## src/rtl/uart_tx_arbiter_pkg.sv

```systemverilog
// Shared types and UART framing constants for the uart_tx_arbiter slice.
package uart_tx_arbiter_pkg;

   localparam int unsigned UART_CLKS_PER_BIT = 217;
   localparam int unsigned UART_FRAME_BITS   = 10;
   localparam int unsigned UART_BYTE_W       = 8;

   typedef enum logic [1:0] {
      IDLE,
      LAUNCH,
      WAIT_DONE,
      GAP
   } arb_state_t;

endpackage

```

## src/rtl/uart_tx_arbiter_if.sv

```systemverilog
// Requester-side valid/ready byte bus; master = byte sources, slave = arbiter.
interface uart_tx_arbiter_if
   import uart_tx_arbiter_pkg::*;
#(
   parameter int unsigned NUM_REQ = 4
) ();

   logic [NUM_REQ-1:0]             REQ_VALID;
   logic [UART_BYTE_W*NUM_REQ-1:0] REQ_BYTE;
   logic [NUM_REQ-1:0]             REQ_READY;

   modport master (output REQ_VALID, output REQ_BYTE, input REQ_READY);
   modport slave  (input REQ_VALID, input REQ_BYTE, output REQ_READY);

endinterface

```

## src/rtl/uart_tx_arbiter_rr_pick.sv

```systemverilog
// Combinational round-robin pick: first valid index at or after the pointer.
module uart_rr_pick #(
   parameter int unsigned NUM_REQ = 4
) (
   input  logic [NUM_REQ-1:0]         i_valid,
   input  logic [$clog2(NUM_REQ)-1:0] i_ptr,
   output logic [$clog2(NUM_REQ)-1:0] o_winner,
   output logic                       o_any_valid
);

   localparam int unsigned IDX_W = $clog2(NUM_REQ);

   int unsigned w_idx;

   // Scan offsets from farthest to nearest so the nearest valid index wins.
   always_comb begin
      o_winner    = '0;
      w_idx       = 0;
      o_any_valid = |i_valid;
      for (int unsigned k = 0; k < NUM_REQ; k++) begin
         w_idx = 32'(i_ptr) + (NUM_REQ - 1 - k);
         if (w_idx >= NUM_REQ) begin
            w_idx = w_idx - NUM_REQ;
         end
         if (i_valid[IDX_W'(w_idx)]) begin
            o_winner = IDX_W'(w_idx);
         end
      end
   end

endmodule

```

## src/rtl/uart_tx_arbiter.sv

```systemverilog
// Round-robin arbiter sharing one uart_trans transmitter between NUM_REQ sources.
// Optional WAIT_DONE watchdog enabled by defining UART_ARB_TIMEOUT_EN.
module uart_tx_arbiter
   import uart_tx_arbiter_pkg::*;
#(
   parameter int unsigned NUM_REQ        = 4,
   parameter int unsigned TIMEOUT_CYCLES = (UART_FRAME_BITS + 1) * UART_CLKS_PER_BIT
) (
   input  logic                       clk,
   input  logic                       rst,
   uart_tx_arbiter_if.slave           bus,
   output logic [$clog2(NUM_REQ)-1:0] GRANT_ID,
   output logic                       BUSY,
   output logic                       TX_DV,
   output logic [UART_BYTE_W-1:0]     TX_BYTE,
   input  logic                       TX_Active,
   input  logic                       TX_Done,
   output logic                       TIMEOUT_ERR
);

   localparam int unsigned IDX_W = $clog2(NUM_REQ);

   arb_state_t             r_state;
   arb_state_t             w_next;
   logic [IDX_W-1:0]       r_ptr;
   logic [IDX_W-1:0]       r_grant;
   logic [IDX_W-1:0]       w_winner;
   logic                   w_any_valid;
   logic                   w_accept;
   logic                   w_timeout;
   logic [NUM_REQ-1:0]     w_ready;
   logic                   r_tx_dv;
   logic                   r_busy;
   logic [UART_BYTE_W-1:0] r_tx_byte;

   uart_rr_pick #(
      .NUM_REQ (NUM_REQ)
   ) u_pick (
      .i_valid     (bus.REQ_VALID),
      .i_ptr       (r_ptr),
      .o_winner    (w_winner),
      .o_any_valid (w_any_valid)
   );

   // State register; reset parks in GAP so a guard cycle precedes the first grant.
   always_ff @(posedge clk) begin
      if (rst) begin
         r_state <= GAP;
      end else begin
         r_state <= w_next;
      end
   end

   // Next state, accept decode and one-hot ready; an active orphan frame blocks grants.
   always_comb begin
      w_next   = r_state;
      w_accept = 1'b0;
      w_ready  = '0;
      case (r_state)
         IDLE: begin
            if (TX_Done) begin
               w_next = GAP;
            end else if (!TX_Active && w_any_valid && !rst) begin
               w_accept          = 1'b1;
               w_ready[w_winner] = 1'b1;
               w_next            = LAUNCH;
            end
         end
         LAUNCH:    w_next = WAIT_DONE;
         WAIT_DONE: if (TX_Done || w_timeout) w_next = GAP;
         GAP:       w_next = IDLE;
         default:   w_next = GAP;
      endcase
   end

   // Capture byte and grant on accept, advance pointer, launch pulse and busy flag.
   always_ff @(posedge clk) begin
      if (rst) begin
         r_tx_dv   <= 1'b0;
         r_tx_byte <= '0;
         r_grant   <= '0;
         r_ptr     <= '0;
         r_busy    <= 1'b0;
      end else begin
         r_tx_dv <= w_accept;
         if (w_accept) begin
            r_tx_byte <= bus.REQ_BYTE[UART_BYTE_W*32'(w_winner) +: UART_BYTE_W];
            r_grant   <= w_winner;
            r_ptr     <= (w_winner == IDX_W'(NUM_REQ - 1)) ? '0 : w_winner + IDX_W'(1);
            r_busy    <= 1'b1;
         end else if (r_state == GAP) begin
            r_busy <= 1'b0;
         end
      end
   end

`ifdef UART_ARB_TIMEOUT_EN
   localparam int unsigned TO_W = $clog2(TIMEOUT_CYCLES + 1);

   logic [TO_W-1:0] r_to_cnt;

   // Watchdog: cleared in LAUNCH, counts WAIT_DONE cycles; the hit abandons the frame.
   always_ff @(posedge clk) begin
      if (rst) begin
         r_to_cnt <= '0;
      end else if (r_state == LAUNCH) begin
         r_to_cnt <= '0;
      end else if (r_state == WAIT_DONE) begin
         r_to_cnt <= r_to_cnt + TO_W'(1);
      end
   end

   assign w_timeout = (r_state == WAIT_DONE) && !TX_Done && !rst &&
                      (r_to_cnt == TO_W'(TIMEOUT_CYCLES - 1));
`else
   assign w_timeout = 1'b0;
`endif

   assign bus.REQ_READY = w_ready;
   assign GRANT_ID      = r_grant;
   assign BUSY          = r_busy;
   assign TX_DV         = r_tx_dv;
   assign TX_BYTE       = r_tx_byte;
   assign TIMEOUT_ERR   = w_timeout;

endmodule
```

## src/flat_wrapper.sv

```systemverilog
// flat-port wrapper written by rule: the top's interface ports become plain ports
module uart_tx_arbiter_flat import uart_tx_arbiter_pkg::*;
#(
   parameter int unsigned NUM_REQ        = 4,
   parameter int unsigned TIMEOUT_CYCLES = (UART_FRAME_BITS + 1) * UART_CLKS_PER_BIT
)
  (clk, rst, GRANT_ID, BUSY, TX_DV, TX_BYTE, TX_Active, TX_Done, TIMEOUT_ERR, bus_REQ_VALID, bus_REQ_BYTE, bus_REQ_READY);
  uart_tx_arbiter_if #(.NUM_REQ(NUM_REQ)) bus_i ();
  input  logic clk;
  input  logic rst;
  output logic [$clog2(NUM_REQ)-1:0] GRANT_ID;
  output logic BUSY;
  output logic TX_DV;
  output logic [UART_BYTE_W-1:0] TX_BYTE;
  input  logic TX_Active;
  input  logic TX_Done;
  output logic TIMEOUT_ERR;
  input wire logic [$bits(bus_i.REQ_VALID)-1:0] bus_REQ_VALID;
  input wire logic [$bits(bus_i.REQ_BYTE)-1:0] bus_REQ_BYTE;
  output wire logic [$bits(bus_i.REQ_READY)-1:0] bus_REQ_READY;
  assign bus_i.REQ_VALID = bus_REQ_VALID;
  assign bus_i.REQ_BYTE = bus_REQ_BYTE;
  assign bus_REQ_READY = bus_i.REQ_READY;
  uart_tx_arbiter #(.NUM_REQ(NUM_REQ), .TIMEOUT_CYCLES(TIMEOUT_CYCLES)) u_core (.clk(clk), .rst(rst), .bus(bus_i), .GRANT_ID(GRANT_ID), .BUSY(BUSY), .TX_DV(TX_DV), .TX_BYTE(TX_BYTE), .TX_Active(TX_Active), .TX_Done(TX_Done), .TIMEOUT_ERR(TIMEOUT_ERR));
endmodule
```

## config.mk

```make
export PLATFORM = sky130hd
export DESIGN_NAME = uart_tx_arbiter_flat
export DESIGN_NICKNAME = d
export VERILOG_FILES = /design/src/rtl/uart_tx_arbiter_pkg.sv /design/src/rtl/uart_tx_arbiter_if.sv /design/src/rtl/uart_tx_arbiter_rr_pick.sv /design/src/rtl/uart_tx_arbiter.sv /design/src/flat_wrapper.sv
export SDC_FILE = /design/constraint.sdc
export NUM_CORES = 1
export LEC_CHECK = 0
export ABC_AREA = 1
export BUFFER_PORTS_ARGS = -buffer_cell sky130_fd_sc_hd__buf_2
export CAP_MARGIN = 20
export CELL_PAD_IN_SITES_DETAIL_PLACEMENT = 0
export CELL_PAD_IN_SITES_GLOBAL_PLACEMENT = 2
export CORE_MARGIN = 10
export CORE_UTILIZATION = 21
export CTS_BUF_LIST = sky130_fd_sc_hd__clkbuf_4
export DETAILED_ROUTE_END_ITERATION = 16
export PLACE_DENSITY_LB_ADDON = 0.1
export SLEW_MARGIN = 30
export SYNTH_ARGS = -nofsm -noshare
export SYNTH_HDL_FRONTEND = slang
export SYNTH_SLANG_ARGS = --single-unit
```

## constraint.sdc

```tcl
create_clock -name clk -period 1.75 [get_ports clk]
set_input_delay 0.35 -clock clk [delete_from_list [all_inputs] [get_ports clk]]
set_output_delay 0.35 -clock clk [all_outputs]
set_load 0.01 [all_outputs]
```

==> run summary <==
Ratio of cells with drive above 1 in the final layout - 47.1%
I/O Buffers - 55
DR pass1 iterations - 4
Mapped Nets - 242
Vias in the first global route - 1461
Post-synth top area share - 26.0%
# IOs - 57
DRT antenna net count - 0
Area leader, netlist - dfxtp_1
Largest cells by area after synthesis - dfxtp_1, nand3_1, nand2_1
Remaining Overflow, GRT - 0
First-pass GRT wire length - 6880 um
Critical setup path kind - flop to output pin
Peak Freq - 485 MHz
HP Class - input port to flop
Setup TNS - -1.11 ns
CTS tree - built
# clock sinks - 16
Total CTS buffers - 3
YS warnings - 0
Synth Area per Inst - 6.22 um2
Synthesized netlist cell count - 198
P_leak - 1.02 nW
Status - finished with violations
Final worst path period need - 2.06 ns
RePlAce Congestion - 0.753
Die width - 96.6 um
Pin count of the biggest net entering global routing - 15
Final Max Tran Viols - 0
Mapped cell area - 0.00123 mm2
Max Cap Viol - 0
Failing checks - negative setup slack
Total power draw - 1.14 mW
Final setup vio count - 4
Critical Path AT - 1.71 ns
Clock buffer depth - 2
Core area - 0.00561 mm2
Post-Route WL - 4250 um
Root Buffer - clkbuf_4
Mean number of vias per cell - 4.12
WL/cell - 12.2 um
Worst setup margin - -0.312 ns
Crit-path max FO - 8
Part of the Yosys area used for sequential elements - 26.0%
Worst endpoint required time - 1.40 ns
Final Hold Fails - 0
Final #Nets - 321
All-Layer GR Usage - 9.08%
Worst vdd ir - 391 uV
Initial drt markers - 35
Final worst-path cycle share - 118%
Die Height - 96.6 um
Cts hold-fix bufs - 0
Final Skew - 0.0131 ns
Initial Utilization - 22.0%
Reg clk slew, reported paths - 0.11 ns
PwrDens - 593 mW/mm2
P&R area growth vs syn - 56.3%
Setup crit end kind - output pin
Initial antenna violation count - 0
Diodes inserted - 0
Crit start category - flop
Unique masters post-synth - 27
Worst-Skew Late Latency - 0.30 ns
RSZ-0062 raised after global routing - yes
Die footprint - 0.00933 mm2
DR vias - 1435
Seq cells post-synth - 16
Post-route DRC violation count - 0
Hpwl dp - 3550 um
H-Tree Level Count - 1
Rows - 27
-- stage by stage --
stage	util, %	worst slack, ns	cell area (um2)	cells	hold slack [ns]
2_1_floorplan	-	-0.0255	1280	198	0.412
3_3_place_gp	31.2	-0.145	1750	340	0.460
3_5_place_dp	31.2	-0.175	1750	340	0.463
4_1_cts	32.6	-0.363	1830	346	0.222
5_1_grt	34.3	-0.444	1920	348	0.234
6_report	34.3	-0.312	1920	348	0.229
-- final cells by class --
| cell class | instances | area (um2) |
|---|---|---|
| well taps | 72 | 90.1 |
| clock buffers | 3 | 22.5 |
| clock inverters | 1 | 3.75 |
| fillers | 662 | 3680 |
| inverters | 27 | 106 |
| flip-flops and latches | 16 | 328 |
| repair buffers | 82 | 539 |
| multi-input cells | 147 | 835 |
-- path summary, 6_finish.rpt --
| path | startpoint | end | slack, ns | depth (start not counted) |
|---|---|---|---|---|
| worst min register to register | u_core.GRANT_ID[1] | u_core.GRANT_ID[1] | 0.47 | 2 |
| worst min-delay path | rst | u_core.r_ptr[0] | 0.23 | 2 |
| worst max-delay path | u_core.r_ptr[0] | bus_REQ_READY[3] | -0.31 | 12 |
| worst max register to register | u_core.r_ptr[0] | u_core.TX_BYTE[1] | 0.02 | 12 |
-- flip-flops by register name, indices dropped and copies added (netlist names) --
signal           flops
u_core.BUSY          1
u_core.GRANT_ID      2
u_core.TX_BYTE       8
u_core.TX_DV         1
u_core.r_ptr         2
u_core.r_state       2
-- timing repair --
| action | 4_1_cts | 5_1_grt |
|---|---|---|
| gates resized for setup | 11 | 20 |
| setup endpoints to repair | 6 | 13 |
| pin swaps | 6 | 11 |
| setup buffers | 2 | 2 |
| gates cloned | 0 | 1 |
-- metal layers --
layer / GRT usage, % / up-vias / wire, um
li1: - / 782 / -
met1: 10.7 / 620 / 1780
met2: 15.4 / 31 / 2080
met3: 3.93 / 2 / 374
met4: 1.09 / 0 / 13
met5: 0 / - / 0
-- synth_stat cells --
cell and number:
nand2_1 52, nand3_1 44, inv_1 22, nor2_1 18
dfxtp_1 16, nand2_2 7, a21oi_1 6, ha_1 4
inv_2 4, buf_6 3, o21ai_0 3, buf_2 2
nor2_2 2, or2_1 2, buf_12 1, buf_4 1
clkbuf_1 1, conb_1 1, inv_4 1, nand2_4 1
nand2_8 1, nand3_2 1, nand3_4 1, nor3_1 1
nor4_1 1, o21ai_1 1, o22ai_1 1
-- cells in the final DEF, fill, tap and decap left out, types with 2 or more instances in the layout --
cell type and n:
a21oi_1 6, nand3_1 39, nand2_1 48, dfxtp_2 3, clkbuf_4 3, buf_4 21, nand2_2 11, inv_2 6
buf_6 5, inv_1 19, nand3_2 6, ha_1 2, dfxtp_1 12, buf_2 53, nor2_2 5, inv_4 2
nor2_4 4, nor2_1 11, or2_1 2, o21ai_0 3
-- kinds of logic (layout without fill, tap and decap cells) --
kind of cell               Yosys count  in the layout  synth area share [%]
and+or+nand+nor                    131            131                  50.5
buffers and inverters               35            113                  14.5
DFF                                 16             16                  26.0
AOI/OAI and AO/OA                   11             11                  4.57
adders and majority gates            4              4                  4.07
other                                1              1                 0.305
-- worst max-delay path, stage by stage (launching register included) --
cell	delay, ns
dfxtp_4	0.42
inv_4	0.06
nand2_2	0.07
nor2_2	0.04
nor2_2	0.12
nand3_2	0.12
nand2_2	0.09
nand2_4	0.07
nand2_8	0.08
ha_4	0.12
inv_2	0.04
nor2_4	0.08
buf_6	0.10
-- where the power goes --
| part | switching (mW) | leakage, nW | internal (mW) |
|---|---|---|---|
| Sequential | 0.0195 | 0.131 | 0.401 |
| Combinational | 0.259 | 0.879 | 0.252 |
| Clock | 0.127 | 0.0154 | 0.0829 |
| Total | 0.405 | 1.02 | 0.736 |
Power figures use the tool's default switching activity.
